File: src/rtl/msg_pkg.sv
// Shared types and helpers for the message serializer.
package msg_pkg;

  // Default configuration: 32-byte messages carried on 8-byte beats.
  localparam int DEF_MAX_MSG_BYTES = 32;
  localparam int DEF_DATA_BYTES    = 8;
  localparam int DEF_TKEEP_WIDTH   = 8;

  // Longest burst in beats and the width needed to count it without wrapping.
  localparam int MAX_BEATS  = (DEF_MAX_MSG_BYTES + DEF_DATA_BYTES - 1) / DEF_DATA_BYTES;
  localparam int BEAT_CNT_W = $clog2(MAX_BEATS + 1);

  typedef enum logic {
    IDLE,
    SEND
  } state_t;

  // Byte enables with the low 'rem' bits set, contiguous from the LSB.
  function automatic logic [DEF_TKEEP_WIDTH-1:0] keep_mask(
    input logic [$clog2(DEF_TKEEP_WIDTH):0] rem
  );
    logic [DEF_TKEEP_WIDTH-1:0] mask;
    mask = '0;
    for (int i = 0; i < DEF_TKEEP_WIDTH; i++) begin
      if (int'(rem) > i) mask[i] = 1'b1;
    end
    return mask;
  endfunction

endpackage

File: src/rtl/msg_serializer_axi_master.sv
// AXI-Stream master output stage: registered beat with stall hold.
module axi_master #(
  parameter int DATA_W = 64,
  parameter int KEEP_W = 8
) (
  input  logic              clk,
  input  logic              rst,
  input  logic              load,
  input  logic [DATA_W-1:0] in_data,
  input  logic [KEEP_W-1:0] in_keep,
  input  logic              in_last,
  input  logic              in_user,
  output logic              m_tvalid,
  input  logic              m_tready,
  output logic              m_tlast,
  output logic [DATA_W-1:0] m_tdata,
  output logic [KEEP_W-1:0] m_tkeep,
  output logic              m_tuser
);

  // Take a new beat only when the register is empty or the slave is taking the current one.
  always_ff @(posedge clk or negedge rst) begin
    if (!rst) begin
      m_tvalid <= 1'b0;
      m_tlast  <= 1'b0;
      m_tdata  <= '0;
      m_tkeep  <= '0;
      m_tuser  <= 1'b0;
    end else if (!m_tvalid || m_tready) begin
      m_tvalid <= load;
      m_tlast  <= load && in_last;
      m_tdata  <= load ? in_data : '0;
      m_tkeep  <= load ? in_keep : '0;
      m_tuser  <= load && in_user;
    end
  end

endmodule

File: src/rtl/msg_serializer.sv
// Serializes one whole message per handshake into an AXI-Stream burst.
module msg_serializer
  import msg_pkg::*;
#(
  parameter int MAX_MSG_BYTES = DEF_MAX_MSG_BYTES,
  parameter int DATA_BYTES    = DEF_DATA_BYTES,
  parameter int TKEEP_WIDTH   = DEF_TKEEP_WIDTH
) (
  input  logic                       clk,
  input  logic                       rst,
  input  logic                       msg_valid,
  output logic                       msg_ready,
  input  logic [15:0]                msg_length,
  input  logic [8*MAX_MSG_BYTES-1:0] msg_data,
  input  logic                       msg_error,
  output logic                       msg_drop,
  output logic                       m_tvalid,
  input  logic                       m_tready,
  output logic                       m_tlast,
  output logic [8*DATA_BYTES-1:0]    m_tdata,
  output logic [TKEEP_WIDTH-1:0]     m_tkeep,
  output logic                       m_tuser
);

  localparam int MSG_W  = 8 * MAX_MSG_BYTES;
  localparam int BEAT_W = 8 * DATA_BYTES;
  localparam int NBEATS = (MAX_MSG_BYTES + DATA_BYTES - 1) / DATA_BYTES;
  localparam int CNT_W  = $clog2(NBEATS + 1);
  localparam int IDX_W  = $clog2(DATA_BYTES);

  state_t                 state;
  logic [MSG_W-1:0]       shreg;
  logic [CNT_W-1:0]       beats_left;
  logic [TKEEP_WIDTH-1:0] last_keep;
  logic                   err_flag;

  logic                   clamp;
  logic                   zero_len;
  logic [15:0]            len_eff;
  logic [MSG_W-1:0]       masked;
  logic [CNT_W-1:0]       in_beats;
  logic [TKEEP_WIDTH-1:0] in_last_keep;
  logic                   accept;
  logic                   advance;

  logic                   load;
  logic [BEAT_W-1:0]      beat_data;
  logic [TKEEP_WIDTH-1:0] beat_keep;
  logic                   beat_last;
  logic                   beat_user;

  assign clamp        = msg_length > 16'(MAX_MSG_BYTES);
  assign zero_len     = msg_length == 16'd0;
  assign len_eff      = clamp ? 16'(MAX_MSG_BYTES) : msg_length;
  assign in_beats     = CNT_W'((len_eff + 16'(DATA_BYTES - 1)) >> IDX_W);
  assign in_last_keep = (len_eff[IDX_W-1:0] == '0) ? '1
                                                   : keep_mask({1'b0, len_eff[IDX_W-1:0]});

  // Ready when idle, or when the final beat is leaving this cycle so the next message follows with no gap.
  assign msg_ready = rst && ((state == IDLE) || (state == SEND && m_tlast && m_tready));
  assign accept    = msg_valid && msg_ready;
  assign advance   = (state == SEND) && m_tready;

  // Zero every byte past the effective length so the tail of the last beat reads as 0.
  always_comb begin
    masked = '0;
    for (int i = 0; i < MAX_MSG_BYTES; i++) begin
      if (16'(i) < len_eff) masked[8*i +: 8] = msg_data[8*i +: 8];
    end
  end

  // Pick the next beat: the first beat comes straight from the input, later ones from the shift register.
  always_comb begin
    load      = 1'b0;
    beat_data = shreg[BEAT_W-1:0];
    beat_keep = '1;
    beat_last = 1'b0;
    beat_user = 1'b0;
    if (accept && !zero_len) begin
      load      = 1'b1;
      beat_data = masked[BEAT_W-1:0];
      beat_last = in_beats == CNT_W'(1);
      beat_keep = beat_last ? in_last_keep : '1;
      beat_user = beat_last && (msg_error || clamp);
    end else if (advance && !m_tlast) begin
      load      = 1'b1;
      beat_last = beats_left == CNT_W'(1);
      beat_keep = beat_last ? last_keep : '1;
      beat_user = beat_last && err_flag;
    end
  end

  // Message FSM: capture on accept, shift out one beat per handshake, leave on the last one.
  always_ff @(posedge clk or negedge rst) begin
    if (!rst) begin
      state      <= IDLE;
      shreg      <= '0;
      beats_left <= '0;
      last_keep  <= '0;
      err_flag   <= 1'b0;
      msg_drop   <= 1'b0;
    end else begin
      msg_drop <= accept && zero_len;
      if (accept && !zero_len) begin
        state      <= SEND;
        shreg      <= masked >> BEAT_W;
        beats_left <= in_beats - CNT_W'(1);
        last_keep  <= in_last_keep;
        err_flag   <= msg_error || clamp;
      end else if (advance) begin
        if (m_tlast) begin
          state <= IDLE;
        end else begin
          shreg      <= shreg >> BEAT_W;
          beats_left <= beats_left - CNT_W'(1);
        end
      end
    end
  end

  axi_master #(
    .DATA_W(BEAT_W),
    .KEEP_W(TKEEP_WIDTH)
  ) u_axi_master (
    .clk      (clk),
    .rst      (rst),
    .load     (load),
    .in_data  (beat_data),
    .in_keep  (beat_keep),
    .in_last  (beat_last),
    .in_user  (beat_user),
    .m_tvalid (m_tvalid),
    .m_tready (m_tready),
    .m_tlast  (m_tlast),
    .m_tdata  (m_tdata),
    .m_tkeep  (m_tkeep),
    .m_tuser  (m_tuser)
  );

endmodule

File: config.mk
export PLATFORM = sky130hd
export DESIGN_NAME = msg_serializer
export DESIGN_NICKNAME = d
export VERILOG_FILES = /design/src/rtl/msg_pkg.sv /design/src/rtl/msg_serializer_axi_master.sv /design/src/rtl/msg_serializer.sv
export SDC_FILE = /design/constraint.sdc
export NUM_CORES = 1
export LEC_CHECK = 0
export ABC_CLOCK_PERIOD_IN_PS = 3900
export CAP_MARGIN = 10
export CORE_AREA = 2 2 159 161
export DETAILED_ROUTE_END_ITERATION = 12
export DIE_AREA = 0 0 161 163
export MAX_ROUTING_LAYER = met4
export PLACE_DENSITY = 0.89
export SYNTH_ARGS = -nofsm -noshare
export SYNTH_HDL_FRONTEND = slang
export SYNTH_SLANG_ARGS = --single-unit
File: constraint.sdc
create_clock -name clk -period 3.9 [get_ports clk]
set_input_delay 0.585 -clock clk [delete_from_list [all_inputs] [get_ports clk]]
set_output_delay 0.585 -clock clk [all_outputs]
set_load 0.02 [all_outputs]
# ---- Yosys cells after proc, flatten, opt, wreduce, memory -nomap -nowiden
# Index checks and enable logic that the tools add are counted.
dict set report classes {
  n_addsub 3
  n_lt_le_gt_ge 40
  n_eq_ne 3
  muxes 63
  bitwise_logic 1
  reduce_logical 24
}
# operator count
set ops {}
lappend ops {{256-bit two-way mux} 3}
lappend ops {{8-bit two-way mux} 38}
lappend ops {{5-bit by 16-bit < comparator with 1-bit output (first input constant)} 16}
lappend ops {{4-bit by 16-bit < comparator with 1-bit output (first input constant)} 8}
lappend ops {{64-bit two-way mux} 2}
lappend ops {{3-bit by 16-bit < comparator with 1-bit output (first input constant)} 4}
lappend ops {{1-bit by 16-bit < comparator with 1-bit output (first input constant)} 2}
lappend ops {{2-bit by 16-bit < comparator with 1-bit output (first input constant)} 2}
lappend ops {{16-bit by 6-bit > comparator with 1-bit output (second input constant)} 1}
lappend ops {{16-bit logical NOT} 1}
lappend ops {{1-bit two-way mux} 16}
lappend ops {{16-bit two-way mux} 1}
lappend ops {{1-bit logical AND} 12}
lappend ops {{3-bit > comparator (second input constant)} 3}
lappend ops {{3-bit two-way mux} 3}
lappend ops {{6-bit by 3-bit adder with 6-bit output (second input constant)} 1}
lappend ops {{3-bit by 1-bit equality test with 1-bit output (second input constant)} 2}
lappend ops {{3-bit by 1-bit > comparator with 1-bit output (second input constant)} 2}
lappend ops {{3-bit by 2-bit > comparator with 1-bit output (second input constant)} 2}
lappend ops {{3-bit by 1-bit subtractor with 3-bit output (second input constant)} 2}
lappend ops {{2-bit AND reduction} 2}
lappend ops {{2-bit nonzero test} 2}
lappend ops {{1-bit logical NOT} 3}
lappend ops {{3-bit logical NOT} 1}
lappend ops {{other kinds (3)} 5}
dict set report totals {
  register_bits 345
  out_inout_bits 77
  elab_cells 145
}

# ---- Longest topological paths before layout
# Gate-level depths: netlist (run 1).
dict set report logic_depth {
  ltp_word 8
  depth_mapped 10
  mapped_depth_nobuf 8
}

# ---- Hierarchy
# A second synthesis (run 1) with hierarchy kept.
dict set report hier_totals {
  cells_unflattened 1198
  hier_area_um2 13576.8
}
# module n_inst cells_each area_per_inst_um2 seq_area_each_um2
set modules_own_cells {}
lappend modules_own_cells {msg_serializer 1 867 10309.9 5154.9}
lappend modules_own_cells {axi_master 1 331 3266.9 1876.8}

# ---- Least setup slack after synthesis (run 1)
# OpenSTA, ideal clock, no wires.
dict set report synth_timing {
  path_kind {input port to flip-flop}
  startpoint {in msg_length[12]}
  endpoint {reg u_axi_master.m_tkeep[5]}
  arrival_time_ns 2.537
  t_required_ns 3.769
  slack_ns 1.232
  cell_stages 9
  n_path_buf 1
  path_cell_list {or4_1 buf_2 nor4_4 nand2_1 nor2_1 ha_1 nand3_1 nor3b_2 a21oi_1}
}
dict set report synth_between {
  elab_chain_cells 8
}
# item line_no
set synth_lines {}
lappend synth_lines {{start, declared} msg_serializer.sv:13} ;# input logic [15:0] msg_length,
lappend synth_lines {{parallel branches: the longest is 7 deep, another holds 16-bit by 6-bit > comparator with 1-bit output} -}
lappend synth_lines {{8-bit two-way mux *} msg_serializer_axi_master.sv:33} ;# m_tkeep <= load ? in_keep : '0;
lappend synth_lines {{end signal, assigned} msg_serializer_axi_master.sv:33}
lappend synth_lines {{end, declared} msg_serializer_axi_master.sv:17} ;# output logic [KEEP_W-1:0] m_tkeep,
# Mark *: on every way between the ends.
# A chain may end at the register's enable or synchronous reset.

# ---- Worst setup path in the final report (run 1)
dict set report layout_timing {
  startpoint {in msg_length[12]}
  endpoint {reg u_axi_master.m_tkeep[4]}
}
# Same word-level chain as after synthesis.

==> results of run 1 <==
[synthesized netlist by cell type (3+ instances only)]
library cell	count	area, sq um
a2bb2oi_1	9	78.8
a22o_1	72	631
nor3_1	3	15.0
xnor2_1	4	35.0
buf_2	18	90.1
dfrtp_1	281	7030
a221oi_1	17	149
a22oi_1	33	248
nand2b_1	4	25.0
or3_1	4	25.0
o22ai_1	6	37.5
o21ai_0	156	781
nor2_1	59	221
a21o_1	18	135
buf_6	5	56.3
nand3_1	45	225
or4_1	4	30.0
a31oi_1	4	25.0
o2bb2ai_1	16	140
nand2_1	168	631
mux2i_1	119	1190
clkbuf_1	60	225
inv_1	4	15.0
a21oi_1	29	145
ha_1	4	50.1
[cell type report]
cell class | count | area share
sequential | 281 | 0.407
multi-input combinational | 808 | 0.297
timing repair buffer | 371 | 0.216
clock buffer | 44 | 0.0482
tap | 330 | 0.0239
clock inverter | 7 | 0.00536
antenna | 7 | 0.00101
inverter | 4 | 0.000870
[layer usage]
metal,part of all wire,vias up,GRT usage,routed length (um)
met5,0,-,-,0
met4,0.037,0,0.110,1420
met3,0.073,104,0.0456,2850
met2,0.49,549,0.488,19000
met1,0.40,5345,0.385,15600
li1,-,4908,-,-
[flip-flops by register name (all words and copies together), names as in the netlist]
name                   count
u_axi_master.m_tuser       1
msg_drop                   1
beats_left                 3
shreg                    192
u_axi_master.m_tkeep       8
err_flag                   1
u_axi_master.m_tlast       1
u_axi_master.m_tdata      64
last_keep                  8
u_axi_master.m_tvalid      1
state                      1
[critical path: cells and delay by family]
family	cells	cell delay, ns
compound gates	1	0.13
fa+ha+maj	1	0.19
buf+inv	1	0.40
simple gates	6	2.17
[metrics by stage]
stage                     cell area [sq um]  std cells
after floorplan                       12500       1177
after global placement                16300       1794
after detailed placement              16300       1794
after CTS                             17200       1845
after global routing                  17300       1850
final                                 17300       1852
[power by group]
part | leakage, nW | switching, W | internal (W) | total [W]
Sequential | 3.59 | 0.000780 | 0.00413 | 0.00491
Combinational | 3.92 | 0.00228 | 0.00203 | 0.00431
Clock | 0.454 | 0.00114 | 0.00160 | 0.00274
Total | 7.96 | 0.00420 | 0.00776 | 0.0120
[placed cells by master, fill, tap and decap left out, drive strengths merged, types with 5 or more instances in the layout]
cell and count:
clkdlybuf4s50 352, dfrtp 281, nand2 168, o21ai 158, mux2i 119, a22o 72
nor2 60, nand3 45, clkbuf 44, a22oi 33, a21oi 31, buf 19
a21o 18, a221oi 17, o2bb2ai 16, a2bb2oi 9, diode 7, o22ai 6
nor3 6, inv 5
[worst max path at each step]
stage,cells after the start,slack [ns],startpoint,to
after floorplan,9,1.23,msg_length[12],u_axi_master.m_tkeep[5]
after global placement,9,0.55,msg_length[12],u_axi_master.m_tkeep[6]
after detailed placement,9,0.34,msg_length[12],u_axi_master.m_tkeep[4]
after CTS,9,0.92,msg_length[12],u_axi_master.m_tkeep[4]
after global routing,9,0.65,msg_length[12],u_axi_master.m_tkeep[4]
final,9,0.85,msg_length[12],u_axi_master.m_tkeep[4]
[cells by family (layout without fill, tap and decap cells)]
| logic type | Yosys count | after routing | synth area share |
|---|---|---|---|
| flops | 281 | 281 | 0.561 |
| other cells | 0 | 7 | 0 |
| compound gates | 372 | 372 | 0.197 |
| buf+inv | 88 | 426 | 0.0312 |
| mux | 119 | 119 | 0.0951 |
| fa+ha+maj | 4 | 4 | 0.00399 |
| simple gates | 308 | 308 | 0.108 |
| xor+xnor | 5 | 5 | 0.00349 |
==> metrics.txt, run 1 <==
num ports 354; final core utilization 0.700; RR Startpoint state; Unique masters post-synth 48; ANT nets after route 0; Detailed Place HPWL 26.4 mm; Placer Congestion 0.930; area grow syn2layout 37.8%; # resized after CTS 0; Avg Synthesized Cell Area 10.6 sq um; pre-CTS WS 0.341 ns; Tightest Pin Transition 1.00 ns; RSZ-0062 raised after global routing no; Critical-path top delay cell or4_1; row cnt 58; Core ar. 24700 sq um; setup bufs post-CTS 0; clk_lat worst skew 0.56 ns; Achievable Freq 328 MHz; final setup vio count 0; clock transition at the registers of the reported paths 0.06 ns; Vias 10900; DRT iter0 DRCs 1153; Mapped Cells 1177; hold_buf cts 0; YS warnings 0; Die H 163 um; number of global-route vias before repair 11000; asr flop ratio synth 1.00; Leak 7.96 nW; Congestion Overflow GR 0; status finished, violations left; crit-path max cell delay 0.76 ns; CP endpoint kind flip-flop; Critical Path AT 3.46 ns; Seq/Total Area, Yosys 0.561; total wire length 38.8 mm; worst r2r dst u_axi_master.m_tdata[52]; Num CTS Buffers 29; Setup Crit Path Kind primary input to flip-flop; Max Cap Viol 0; CTS root buf clkbuf_16; Slew Viols, Final 0; setup TNS 0 ns; I/O Buffers 353; final worst path period need 3.05 ns; Final Hold Fails 9; WHS -0.0143 ns; maximum vdd drop 0.400 mV; Hold Path Class primary input to asynchronous set/reset pin; clk buf depth 3; share of layout cells above drive strength 1 0.0488; Starting Density 0.508; CTS tree built; CTS HTree Levels 1; Die W 161 um; Clock Sinks 281; EDFF count, synth 0; first-pass GRT wire length 60.3 mm; wire per inst 21.0 um; worst setup margin 0.851 ns; Total GRT Usage 0.300; Multi-input gate area 5130 sq um; CP max FO 6; total power 0.0120 W; synthesized area 12500 sq um; Slew headroom 0.331; DR vias/cell 5.89; Filler cells 1752; Final #Nets 1776; Post-Synthesis Net Count 1458; Top FF cell, synth dfrtp_1; DRT Pass-1 Iters 6; Die Area 26200 sq um; failing checks negative hold slack; crit share post-route 0.782; largest net degree at the start of global routing 176; Worst Reg-to-Reg Cells 6; CP cell instances clkdlybuf4s50_1, or4_1, nor4_4, nand2_1, nor2_1, ha_1, nand3_1, nor3b_2, a21oi_1; PwrDens 692 nW/um^2; Seq cells post-synth 281; Setup Skew 0.0152 ns; crit start category primary input; initial antenna violation count 5; FF+latch area 7030 sq um; Reg2Reg Setup Slack 1.63 ns; # DRC 0; CP required 4.31 ns
(Power assumes the default switching activity.)
==> inputs of run 2 (changes only) <==
- ABC_CLOCK_PERIOD_IN_PS: 3900 -> 2690
- CORE_AREA: 2 2 159 161 -> 2 2 172 174
- DIE_AREA: 0 0 161 163 -> 0 0 174 176
- PLACE_DENSITY: 0.89 -> 0.81
- clock period: 3.9 -> 2.69 ns (I/O delays scaled with it)
==> metrics.txt, run 2 (synthesis gave the netlist of run 1 again) <==
status finished clean (was finished, violations left); clk_lat worst skew 0.55 ns (was 0.56 ns); row cnt 62 (was 58); final worst path period need 2.36 ns; Hold Path Class primary input to asynchronous set/reset pin (unchanged); RSZ-0062 raised after global routing no (unchanged); max reg flops 192 (unchanged); num ports 354 (unchanged); crit share post-route 0.877; maximum vdd drop 0.503 mV (was 0.400 mV); Die W 174 um (was 161 um); Num CTS Buffers 31 (was 29); Reg2Reg Setup Slack 0.46 ns (was 1.63 ns); DRT Pass-1 Iters 5 (was 6); I/O Buffers 353 (unchanged); area grow syn2layout 42.8% (was 37.8%); Placer Congestion 0.901 (was 0.930); largest net degree at the start of global routing 165 (was 176); number of global-route vias before repair 11600 (was 11000); Leak 8.28 nW (was 7.96 nW); final setup vio count 0 (unchanged); initial antenna violation count 4 (was 5); Clock Sinks 281 (unchanged); CP required 3.10 ns (was 4.31 ns); commonest non-fill, non-tap cell in the layout clkdlybuf4s50_1 (unchanged); CTS root buf clkbuf_16 (unchanged); most frequent cells in the layout 352 x clkdlybuf4s50_1, 281 x dfrtp_1, 168 x nand2_1 (unchanged); DR vias/cell 5.61 (was 5.89); Final Hold Fails 0 (was 9); # resized after CTS 0 (unchanged); FF+latch area 7030 sq um (unchanged); Core ar. 28500 sq um (was 24700 sq um); DRT iter0 DRCs 789 (was 1153); Setup Skew 0.0109 ns (was 0.0152 ns); wire per inst 20.4 um (was 21.0 um); CTS HTree Levels 1 (unchanged); hold_buf cts 1 (was 0); Final #Nets 1819 (was 1776); total wire length 39.9 mm (was 38.8 mm); biggest regs shreg: 192 flops, u_axi_master.m_tdata: 64 flops (unchanged); Max Cap Viol 0 (unchanged); Setup Crit Path Kind primary input to flip-flop (unchanged); crit start category primary input (unchanged); Placed Instances 1888 (was 1794); WHS 0.234 ns (was -0.0143 ns); CP endpoint kind flip-flop (unchanged); Die Area 30600 sq um (was 26200 sq um); Biggest register shreg (unchanged); share of layout cells above drive strength 1 0.0800 (was 0.0488); Starting Density 0.439 (was 0.508); Congestion Overflow GR 0 (unchanged); setup bufs post-CTS 0 (unchanged); Die H 176 um (was 163 um); Total GRT Usage 0.266 (was 0.300); Achievable Freq 424 MHz; Slew headroom 0.368 (was 0.331); ANT nets after route 0 (unchanged); Detailed Place HPWL 28.2 mm (was 26.4 mm); final cell count without fillers 1950 (was 1852); PwrDens 1010 nW/um^2 (was 692 nW/um^2); Slew Viols, Final 0 (unchanged); total power 0.0180 W (was 0.0120 W); CTS tree built (unchanged); clock transition at the registers of the reported paths 0.06 ns (about the same); Filler cells 2314 (was 1752); first-pass GRT wire length 63.1 mm (was 60.3 mm); # DRC 0 (unchanged); Critical Path AT 2.77 ns (was 3.46 ns); clk buf depth 3 (unchanged); Tightest Pin Transition 0.948 ns (was 1.00 ns); Vias 10900 (about the same); CP max FO 5 (was 6); Multi-input gate area 5130 sq um (about the same)
-- run 2: cell count changes in the layout (fill, tap and decap cells not counted), moves of 2 or more --
| cell | before | now |
|---|---|---|
| buf_12 | 5 | 12 |
| buf_4 | 13 | 46 |
| clkbuf_1 | 10 | 5 |
| clkbuf_16 | 29 | 31 |
| bufinv_16 | 2 | 5 |
| clkinv_2 | 3 | 8 |
| diode_2 | 7 | 4 |
| clkbuf_8 | 5 | 7 |
-- run 2: metrics by stage --
stage	util	cell area, sq um	TNS [ns]	worst slack (ns)
global route	0.627	17900	0	0.125
finish	0.627	17900	0	0.332
detailed placement	0.588	16800	-26.70	-0.235
floorplan	-	12500	0	0.203
global placement	0.588	16800	-17.80	-0.167
CTS	0.626	17900	0	0.322
-- run 2: final timing paths --
path | start | end | cells after the start
min in group clk | msg_data[9] | u_axi_master.m_tdata[9] | 3
min | rst | state | 2
max reg2reg | state | shreg[73] | 6
min reg2reg | last_keep[0] | last_keep[0] | 1
max in group asynchronous | rst | shreg[168] | 4
max | msg_length[12] | u_axi_master.m_tkeep[6] | 9
-- run 2: final cells by class --
| class | count | area share |
|---|---|---|
| Timing Repair Buffer | 412 | 0.231 |
| Clock buffer | 43 | 0.0498 |
| Clock inverter | 14 | 0.0111 |
| Antenna cell | 4 | 0.000559 |
| Sequential cell | 281 | 0.393 |
| Inverter | 4 | 0.000839 |
| Tap cell | 384 | 0.0269 |
| Multi-Input combinational cell | 808 | 0.287 |
-- run 2: worst max-delay path, stage by stage --
cell             delay, ns
clkdlybuf4s50_1       0.39
or4_1                 0.65
nor4_4                0.29
nand2_1               0.10
nor2_1                0.15
ha_1                  0.16
nand3_1               0.12
nor3b_2               0.37
a21oi_1               0.13
-- run 2: where the power goes --
part	switching (W)	internal, W
clock	0.00170	0.00278
combinational	0.00334	0.00310
sequential	0.00110	0.00598
total	0.00614	0.0119
-- run 2: routing by layer --
layer,global-route usage,vias to the layer above,share of wire
li1,-,5006,-
met1,0.334,5394,0.41
met2,0.444,464,0.49
met3,0.0480,82,0.069
met4,0.0812,0,0.028
met5,-,-,0
==> inputs of run 3 (changes only) <==
- ABC_AREA: not set -> 1
- CORE_AREA: 2 2 172 174 -> 3 3 177 179
- DIE_AREA: 0 0 174 176 -> 0 0 180 182
==> metrics.txt, run 3 <==
clk_lat worst skew 0.56 ns (was 0.55 ns); Die H 182 um (was 176 um); hold_buf cts 0 (was 1); initial antenna violation count 9 (was 4); # resized after CTS 0 (unchanged); status finished, violations left (was finished clean); Top FF cell, synth dfrtp_1 (unchanged); Die Area 32800 sq um (was 30600 sq um); CTS tree built (unchanged); Critical-path top delay cell clkdlybuf4s50_1 (was or4_1); ANT nets after route 0 (unchanged); I/O Buffers 353 (unchanged); worst r2r dst u_axi_master.m_tdata[28] (was shreg[73]); PwrDens 989 nW/um^2 (was 1010 nW/um^2); Slew headroom 0.413 (was 0.368); cell area after layout 18900 sq um (was 17900 sq um); Compound-Gate Fraction of Synth Area 0.144 (was 0.197); Achievable Freq 432 MHz (was 424 MHz); synthesized area 13500 sq um (was 12500 sq um); final setup vio count 0 (unchanged); maximum vdd drop 0.482 mV (was 0.503 mV); CP required 2.29 ns (was 3.10 ns); Leak 8.68 nW (was 8.28 nW); wire per inst 18.4 um (was 20.4 um); largest net degree at the start of global routing 155 (was 165); num ports 354 (unchanged); Worst Reg-to-Reg Cells 9 (was 6); commonest non-fill, non-tap cell in the layout nand2_1 (was clkdlybuf4s50_1); setup TNS 0 ns (unchanged); asr flop ratio synth 1.00 (unchanged); crit share post-route 0.860 (was 0.877); crit-path max cell delay 0.55 ns (was 0.65 ns); most frequent cells in the layout 484 x nand2_1, 352 x clkdlybuf4s50_1, 281 x dfrtp_1 (was 352 x clkdlybuf4s50_1, 281 x dfrtp_1, 168 x nand2_1); max reg flops 192 (unchanged); RR Startpoint u_axi_master.m_tlast (was state); Hold Path Class primary input to asynchronous set/reset pin (unchanged); final cell count without fillers 2450 (was 1950); post-synth top area share 0.523 (was 0.561); EDFF count, synth 0 (unchanged); Critical Path AT 1.91 ns (was 2.77 ns); Post-Synthesis Net Count 1955 (was 1458); Critical Path End msg_ready (was u_axi_master.m_tkeep[6]); Die W 180 um (was 174 um); Setup Skew 0.00912 ns (was 0.0109 ns); Placer Congestion 0.914 (was 0.901); CTS root buf clkbuf_16 (unchanged); Post-Synth Adder-Cell Area 0.00372 (was 0.00399); Max Cap Viol 0 (unchanged); Slew Viols, Final 0 (unchanged); WHS -0.0191 ns (was 0.234 ns); Total GRT Usage 0.273 (was 0.266); DRT Pass-1 Iters 6 (was 5); CP max FO 4 (was 5); share of layout cells above drive strength 1 0.0771 (was 0.0800); DRT iter0 DRCs 1198 (was 789); total wire length 45.0 mm (was 39.9 mm); post-synthesis mux area share 0.0134 (was 0.0951); top post-synthesis cells by count 486 x nand2_1, 281 x dfrtp_1, 219 x o21ai_0 (was 281 x dfrtp_1, 168 x nand2_1, 156 x o21ai_0); Clock Sinks 281 (unchanged); clock transition at the registers of the reported paths 0.06 ns (about the same); Biggest register shreg (unchanged); CTS HTree Levels 1 (unchanged); # DRC 0 (unchanged); Seq cells post-synth 281 (unchanged); Congestion Overflow GR 0 (unchanged); row cnt 63 (was 62); Final #Nets 2307 (was 1819); Critical Path Start u_axi_master.m_tlast (was msg_length[12]); Detailed Place HPWL 32.5 mm (was 28.2 mm); Core ar. 29700 sq um (was 28500 sq um); Mapped Cells 1674 (was 1177); Placed Instances 2384 (was 1888); CP endpoint kind primary output (was flip-flop); Synth Area in Simple Gates 0.253 (was 0.108); largest family of logic cells by synthesized area simple AND/OR/NAND/NOR gates (was compound AO/OA/AOI/OAI gates); YS warnings 0 (unchanged); post-synth top area cell dfrtp_1 (unchanged); crit start category flip-flop (was primary input); CP cell instances a21oi_1, nor2_1, clkdlybuf4s50_1 (was clkdlybuf4s50_1, or4_1, nor4_4, nand2_1, nor2_1, ha_1, nand3_1, nor3b_2, a21oi_1); RSZ-0062 raised after global routing no (unchanged); Num CTS Buffers 30 (was 31); failing checks negative hold slack; Area contributors post-synth dfrtp_1 52%, nand2_1 14%, o21ai_0 8.1% (was dfrtp_1 56%, mux2i_1 9.5%, o21ai_0 6.2%); Starting Density 0.453 (was 0.439); post-placement cell area 17800 sq um (was 16800 sq um); area grow syn2layout 40.5% (was 42.8%); Seq/Total Area, Yosys 0.523 (was 0.561); number of global-route vias before repair 13000 (was 11600); Final Hold Fails 6 (was 0); clk buf depth 3 (unchanged); Avg Synthesized Cell Area 8.04 sq um (was 10.6 sq um); count leader, synth nand2_1 (was dfrtp_1); Reg2Reg Setup Slack 0.64 ns (was 0.46 ns); DR vias/cell 5.36 (was 5.61); first-pass GRT wire length 70.7 mm (was 63.1 mm); Synth Area in XOR/XNOR 0.000651 (was 0.00349); Unique masters post-synth 38 (was 48); Tightest Pin Transition 0.881 ns (was 0.948 ns); Vias 13100 (was 10900); final worst path period need 2.31 ns (was 2.36 ns); setup bufs post-CTS 0 (unchanged); Setup Crit Path Kind flip-flop to primary output (was primary input to flip-flop); biggest regs shreg: 192 flops, u_axi_master.m_tdata: 64 flops (unchanged)
## run 3: final cells by class
type	count	area [sq um]
clock buffers	44	915
inverters	91	353
clock inverters	12	146
well taps	390	488
flip-flops and latches	281	7030
fillers	2459	10800
repair buffers	430	4350
diodes	10	25.0
multi-input cells	1192	5590
## run 3: how the worst min path moves through the flow
stage / cells after the start / from / endpoint
2_1_floorplan: 0 / rst / beats_left[0]
3_3_place_gp: 1 / last_keep[0] / last_keep[0]
3_5_place_dp: 1 / last_keep[0] / last_keep[0]
4_1_cts: 2 / rst / u_axi_master.m_tdata[19]
5_1_grt: 2 / rst / u_axi_master.m_tdata[16]
6_report: 2 / rst / u_axi_master.m_tdata[17]
## run 3: stage by stage
| step | setup WS, ns | total power (W) | util |
|---|---|---|---|
| 2_1_floorplan | 0.578 | 0.0111 | - |
| 3_3_place_gp | 0.0237 | 0.0140 | 0.600 |
| 3_5_place_dp | 0.00945 | 0.0143 | 0.600 |
| 4_1_cts | 0.385 | 0.0187 | 0.635 |
| 5_1_grt | 0.294 | 0.0199 | 0.636 |
| 6_report | 0.376 | 0.0187 | 0.636 |
## run 3: worst max-delay path: cells and delay by family (launching register included)
family | cells | cell delay [ns]
AOI/OAI and AO/OA | 1 | 0.30
buffers and inverters | 1 | 0.55
DFF | 1 | 0.42
and+or+nand+nor | 1 | 0.09
## run 3: cells by family (layout without fill, tap and decap cells)
family                     Yosys count  count (layout)
DFF                                281             281
other                                0              10
AOI/OAI and AO/OA                  358             358
buffers and inverters              201             577
adders and majority gates            4               4
xor gates and xnor gates             1               1
and+or+nand+nor                    811             811
muxes                               18              18
## run 3: where the power goes
| group | switching, W | internal, W |
|---|---|---|
| Clock | 0.00173 | 0.00264 |
| Sequential | 0.00104 | 0.00609 |
| Combinational | 0.00413 | 0.00309 |
## run 3: metal layers
| metal | vias to the layer above | part of all wire | track usage |
|---|---|---|---|
| met4 | 0 | 0.032 | 0.0897 |
| met1 | 6143 | 0.42 | 0.363 |
| li1 | 6285 | - | - |
| met5 | - | 0 | - |
| met2 | 600 | 0.47 | 0.428 |
| met3 | 108 | 0.083 | 0.0503 |
